### config.mk
export PLATFORM = sky130hd
export DESIGN_NAME = dpram_port_arbiter
export DESIGN_NICKNAME = d
export VERILOG_FILES = /design/src/rtl/dpram_ctrl_pkg.sv /design/src/rtl/rr_arbiter.sv /design/src/rtl/dpram_port_arbiter.sv
export SDC_FILE = /design/constraint.sdc
export NUM_CORES = 1
export LEC_CHECK = 0
export BUFFER_PORTS_ARGS = -buffer_cell sky130_fd_sc_hd__buf_2
export CORE_MARGIN = 1.5
export CORE_UTILIZATION = 38
export CTS_CLUSTER_SIZE = 14
export DETAILED_ROUTE_END_ITERATION = 8
export PLACE_DENSITY = 0.87
export SYNTH_ARGS = -nofsm -noshare
export SYNTH_HDL_FRONTEND = slang
export SYNTH_SLANG_ARGS = --single-unit
### constraint.sdc
create_clock -name clk -period 3.6 [get_ports clk]
set_input_delay 0.36 -clock clk [delete_from_list [all_inputs] [get_ports clk]]
set_output_delay 0.36 -clock clk [all_outputs]
set_load 0.01 [all_outputs]
### src/rtl/dpram_ctrl_pkg.sv
// Shared types and helpers for the DPRAM port controller.
//   ctrl_state_t : controller FSM states (INIT sweep, then RUN)
//   rr_pick      : round-robin one-hot pick from a request vector, searching
//                  upward from ptr and wrapping modulo num_req
package dpram_ctrl_pkg;

  localparam int unsigned MAX_REQ   = 4;
  localparam int unsigned MAX_PTR_W = 2;

  typedef enum logic {ST_INIT, ST_RUN} ctrl_state_t;

  // First asserted request at or above ptr, wrapping within num_req lanes.
  function automatic logic [MAX_REQ-1:0] rr_pick(
    input logic [MAX_REQ-1:0]   req,
    input logic [MAX_PTR_W-1:0] ptr,
    input int unsigned          num_req
  );
    logic [MAX_REQ-1:0] gnt;
    logic               found;
    int unsigned        idx;
    gnt   = '0;
    found = 1'b0;
    for (int unsigned k = 0; k < MAX_REQ; k++) begin
      idx = (32'(ptr) + k) % num_req;
      if ((k < num_req) && !found && req[MAX_PTR_W'(idx)]) begin
        gnt[MAX_PTR_W'(idx)] = 1'b1;
        found                = 1'b1;
      end
    end
    return gnt;
  endfunction

endpackage

### src/rtl/rr_arbiter.sv
// Round-robin arbiter for one RAM port.
//   clk, rst : clock, asynchronous active-low reset
//   en       : arbitration enabled (controller in RUN)
//   req      : per-requester valid
//   gnt      : one-hot grant, combinational from req and the pointer
module rr_arbiter
  import dpram_ctrl_pkg::*;
#(
  parameter int unsigned NUM_REQ = 2
) (
  input  logic               clk,
  input  logic               rst,
  input  logic               en,
  input  logic [NUM_REQ-1:0] req,
  output logic [NUM_REQ-1:0] gnt
);

  localparam int unsigned PTR_W = (NUM_REQ > 1) ? $clog2(NUM_REQ) : 1;

  logic [PTR_W-1:0]   ptr;
  logic [PTR_W-1:0]   ptr_next;
  logic [MAX_REQ-1:0] pick_all;

  // Grant decode; pointer moves to one past the winner, holds when idle.
  always_comb begin
    pick_all = rr_pick(MAX_REQ'(req), MAX_PTR_W'(ptr), NUM_REQ);
    gnt      = en ? NUM_REQ'(pick_all) : '0;
    ptr_next = ptr;
    for (int unsigned i = 0; i < NUM_REQ; i++) begin
      if (gnt[i]) ptr_next = PTR_W'((i + 1) % NUM_REQ);
    end
  end

  always_ff @(posedge clk or negedge rst) begin
    if (!rst) ptr <= '0;
    else      ptr <= ptr_next;
  end

endmodule

### src/rtl/dpram_port_arbiter.sv
// Controller in front of a simple dual-port RAM. Sweeps every word to
// INIT_VALUE after reset, then shares the write and read ports between
// NUM_REQ requesters with independent round-robin arbitration.
//   wr_req/wr_addr/wr_data/wr_gnt : write requesters (packed per lane)
//   rd_req/rd_addr/rd_gnt         : read requesters (packed per lane)
//   rsp_valid/rsp_id/rsp_data     : read response, one cycle after grant
//   init_done                     : high once the sweep has finished
//   ram_*                         : connection to the DPRAM instance
module dpram_port_arbiter
  import dpram_ctrl_pkg::*;
#(
  parameter int unsigned          ADDR_WIDTH = 4,
  parameter int unsigned          DATA_WIDTH = 8,
  parameter int unsigned          DEPTH      = 16,
  parameter int unsigned          NUM_REQ    = 2,
  parameter logic [DATA_WIDTH-1:0] INIT_VALUE = '0,
  localparam int unsigned         ID_W       = (NUM_REQ > 1) ? $clog2(NUM_REQ) : 1
) (
  input  logic                          clk,
  input  logic                          rst,
  input  logic [NUM_REQ-1:0]            wr_req,
  input  logic [NUM_REQ*ADDR_WIDTH-1:0] wr_addr,
  input  logic [NUM_REQ*DATA_WIDTH-1:0] wr_data,
  output logic [NUM_REQ-1:0]            wr_gnt,
  input  logic [NUM_REQ-1:0]            rd_req,
  input  logic [NUM_REQ*ADDR_WIDTH-1:0] rd_addr,
  output logic [NUM_REQ-1:0]            rd_gnt,
  output logic                          rsp_valid,
  output logic [ID_W-1:0]               rsp_id,
  output logic [DATA_WIDTH-1:0]         rsp_data,
  output logic                          init_done,
  output logic                          ram_wr_en,
  output logic [ADDR_WIDTH-1:0]         ram_wr_addr,
  output logic [DATA_WIDTH-1:0]         ram_wr_data,
  output logic                          ram_rd_en,
  output logic [ADDR_WIDTH-1:0]         ram_rd_addr,
  input  logic [DATA_WIDTH-1:0]         ram_rd_data
);

  localparam logic [ADDR_WIDTH-1:0] LAST_ADDR = ADDR_WIDTH'(DEPTH - 1);

  ctrl_state_t           state;
  ctrl_state_t           state_next;
  logic [ADDR_WIDTH-1:0] init_cnt;
  logic                  run;
  logic [ID_W-1:0]       wr_idx;
  logic [ID_W-1:0]       rd_idx;

  assign run = (state == ST_RUN);

  rr_arbiter #(.NUM_REQ(NUM_REQ)) u_wr_arb (
    .clk (clk),
    .rst (rst),
    .en  (run),
    .req (wr_req),
    .gnt (wr_gnt)
  );

  rr_arbiter #(.NUM_REQ(NUM_REQ)) u_rd_arb (
    .clk (clk),
    .rst (rst),
    .en  (run),
    .req (rd_req),
    .gnt (rd_gnt)
  );

  // State register.
  always_ff @(posedge clk or negedge rst) begin
    if (!rst) state <= ST_INIT;
    else      state <= state_next;
  end

  // Next state and RAM port muxes.
  always_comb begin
    state_next  = state;
    wr_idx      = '0;
    rd_idx      = '0;
    ram_wr_en   = 1'b0;
    ram_wr_addr = '0;
    ram_wr_data = '0;
    ram_rd_en   = 1'b0;
    ram_rd_addr = '0;

    case (state)
      ST_INIT: if (init_cnt == LAST_ADDR) state_next = ST_RUN;
      ST_RUN:  state_next = ST_RUN;
      default: state_next = ST_INIT;
    endcase

    for (int unsigned i = 0; i < NUM_REQ; i++) begin
      if (wr_gnt[i]) wr_idx = ID_W'(i);
      if (rd_gnt[i]) rd_idx = ID_W'(i);
    end

    // Gated by rst so the RAM sees no write while reset is held.
    if ((state == ST_INIT) && rst) begin
      ram_wr_en   = 1'b1;
      ram_wr_addr = init_cnt;
      ram_wr_data = INIT_VALUE;
    end else if (run) begin
      ram_wr_en   = |wr_gnt;
      ram_wr_addr = wr_addr[32'(wr_idx)*ADDR_WIDTH +: ADDR_WIDTH];
      ram_wr_data = wr_data[32'(wr_idx)*DATA_WIDTH +: DATA_WIDTH];
      ram_rd_en   = |rd_gnt;
      ram_rd_addr = rd_addr[32'(rd_idx)*ADDR_WIDTH +: ADDR_WIDTH];
    end
  end

  // Sweep counter, init flag and response tag.
  always_ff @(posedge clk or negedge rst) begin
    if (!rst) begin
      init_cnt  <= '0;
      init_done <= 1'b0;
      rsp_valid <= 1'b0;
      rsp_id    <= '0;
    end else begin
      if (state == ST_INIT) init_cnt <= init_cnt + ADDR_WIDTH'(1);
      init_done <= (state_next == ST_RUN);
      rsp_valid <= |rd_gnt;
      if (|rd_gnt) rsp_id <= rd_idx;
    end
  end

  // RAM read data already lags the grant by one cycle, aligned with rsp_valid.
  assign rsp_data = ram_rd_data;

endmodule

==> metrics.cfg <==
[global_routing]
antenna_found_initial=0
grt.overflow.total=0
grt_pass1_wl_um=3170
grt_max_degree=25
track_usage_pct=16.4
grt_pass1_vias=793

[setup_path]
rrSetupSlack_ns=2.05
crit_start=init_done
critPathMaxFanout=24
critPathMaxStageDelay_ns=0.78
timing.rr.start=init_done
worstPathRequired_ns=3.24
worst_r2r_path_depth=3
crit_chain=nand2_1 -> a21oi_2 -> mux2i_1 -> buf_2
cp-start-kind=register
critPathArrivalTime_ns=1.94
path_class=reg2out
cp_slowest_cell=dfrtp_1
end_kind=output port

[yosys]
syn_area_per_cell_um2=8.21
synth_edf_count=0
seq_area_frac_synth_pct=27.7
ys_types=26
syn_area_um2=813
async_flop_share_pct=100
synth_nets=146
yosys_warnings=0
synth.ff_latch_count=9
netlist_instances=99
synth_flop_cell=dfrtp_1

[clocking]
cts_tree=done
numCtsBuffers=3
cts_root_buf=clkbuf_4
clk_pin_slew_worst_paths_ns=0.06
htreeDepth=1
postCtsResizedCells=0
clk_latency_ns=0.24
post-cts-setup-buffers=0
cts_sinks=9
clock_path_buffers=2

[floorplan]
fp-row-count=16
dieArea_um2=2430
ios=79
die_w_um=49.3
start_util_pct=41.0
core_um2=1980
die_y_um=49.3

[cells_and_area]
n_antenna_cell=0
nNetsFinal=200
layout-drive-gt1-share_pct=46.1
final_cell_mix=buf_2 (62), nand2_1 (18), inv_1 (14), mux2i_1 (12), dfrtp_1 (9)
syn2layout_area_growth_pct=32.5
fillerInstances=184
layout_commonest_cell=buf_2
fin_cells=179

[power]
leakagePower_nw=0.662
totalPowerFinal_uw=290
peakVddDrop_uv=133
power_density_nw_per_um2=270

[place]
placed_cells=174
port_buffers=62
place_ws_ns=1.56
dp_hpwl_um=1720
gp_congestion=0.723

[timing]
rsz0062_at_grt=false
finalClockSkew_ns=0.000120
whs_ns=0.353
fmax_mhz=435
layout_setup_ws_ns=1.30
hold_violations=0
slew_viol_final=0
maxSlewHeadroom_pct=54.2
tns_ns=0
worstMarginPinSlew_ns=0.687
setup_viol=0
min_period_ns=2.30
fin_crit_sh_pct=63.9

[drt]
drtIter0Drc=15
vias=826
wirelength_um=2000
routedWlPerCell_um=11.2
ant_nets=0
drc=0
via_per_inst=4.61
dr.pass1.iters=4

[outcome]
status=completed

[min_path]
min-delay-start=wr_req[1]
hp-class=in2reg
hold_path_depth=2

[flow_run]
cap_violations=0

-- kinds of logic (layout without fill, tap and decap cells) --
family | after synthesis | count (layout) | synth area share, %
AND/OR/NAND/NOR | 31 | 31 | 18.8
buffers and inverters | 29 | 82 | 21.2
AO/OA/AOI/OAI | 13 | 13 | 11.4
multiplexers | 13 | 13 | 16.2
flip-flops | 9 | 9 | 27.7
XOR/XNOR | 3 | 3 | 3.23
adder cells (fa/ha/maj) | 1 | 1 | 1.54
-- per-layer routing --
layer	GRT usage (%)	vias to the layer above	share of wire (%)	routed length [um]
met3	6.75	6	11	217
li1	-	415	-	-
met1	14.6	361	36	717
met4	4.29	0	1.3	27
met5	0	-	0	0
met2	32.9	44	52	1040
-- worst max-delay path: cells and delay by family (launching register included) --
kind            cells  cell delay [ns]
compound gates      1             0.34
buf+inv             1             0.16
flops               1             0.78
mux                 1             0.23
simple gates        1             0.18
-- synth_stat cells (all sizes together) (2+ instances only) --
master  number  share of area, %
a21oi        5               3.5
o21ai        2               1.2
nand2b       2               2.5
buf         14                14
nor2         3               1.4
mux2i       12                15
and2         4               3.1
inv         15               6.9
a221o        4               4.9
nand2       18               8.3
xnor2        3               3.2
dfrtp        9                28
-- timing repair --
action,in CTS,in global routing
endpoints found under the setup margin,0,0
hold buffers,1,0
hold endpoints to repair,9,0
-- stage by stage --
stage | cell area [um^2] | utilization [%]
after floorplan | 813 | -
after global placement | 1040 | 52.5
after detailed placement | 1040 | 52.5
after CTS | 1080 | 54.4
after global routing | 1080 | 54.4
final | 1080 | 54.4
-- cell type report --
cell class	count	area, um^2	area share (%)
clock buffer	4	26.3	2.44
inverter	15	56.3	5.23
multi-input combinational	61	415	38.6
sequential	9	225	20.9
tap	27	33.8	3.14
timing repair buffer	63	320	29.7
-- registers in the layout, indices dropped and copies added, names as in the netlist --
register / flops
u_wr_arb.ptr: 1
u_rd_arb.ptr: 1
rsp_valid: 1
init_cnt: 4
init_done: 1
rsp_id: 1
-- where the power goes --
part | switching (mW) | total, mW | internal (mW)
clock network | 0.0306 | 0.0730 | 0.0424
registers | 0.00382 | 0.111 | 0.107
logic | 0.0527 | 0.107 | 0.0542
total | 0.0871 | 0.290 | 0.203
-- path summary, 6_finish.rpt --
check                                 end
max in group asynchronous     init_cnt[3]
min in group asynchronous     init_cnt[1]
setup reg to reg                   rsp_id
hold reg to reg               init_cnt[3]
hold / removal               u_wr_arb.ptr
setup / recovery           ram_rd_addr[2]
(Power assumes the default switching activity.)
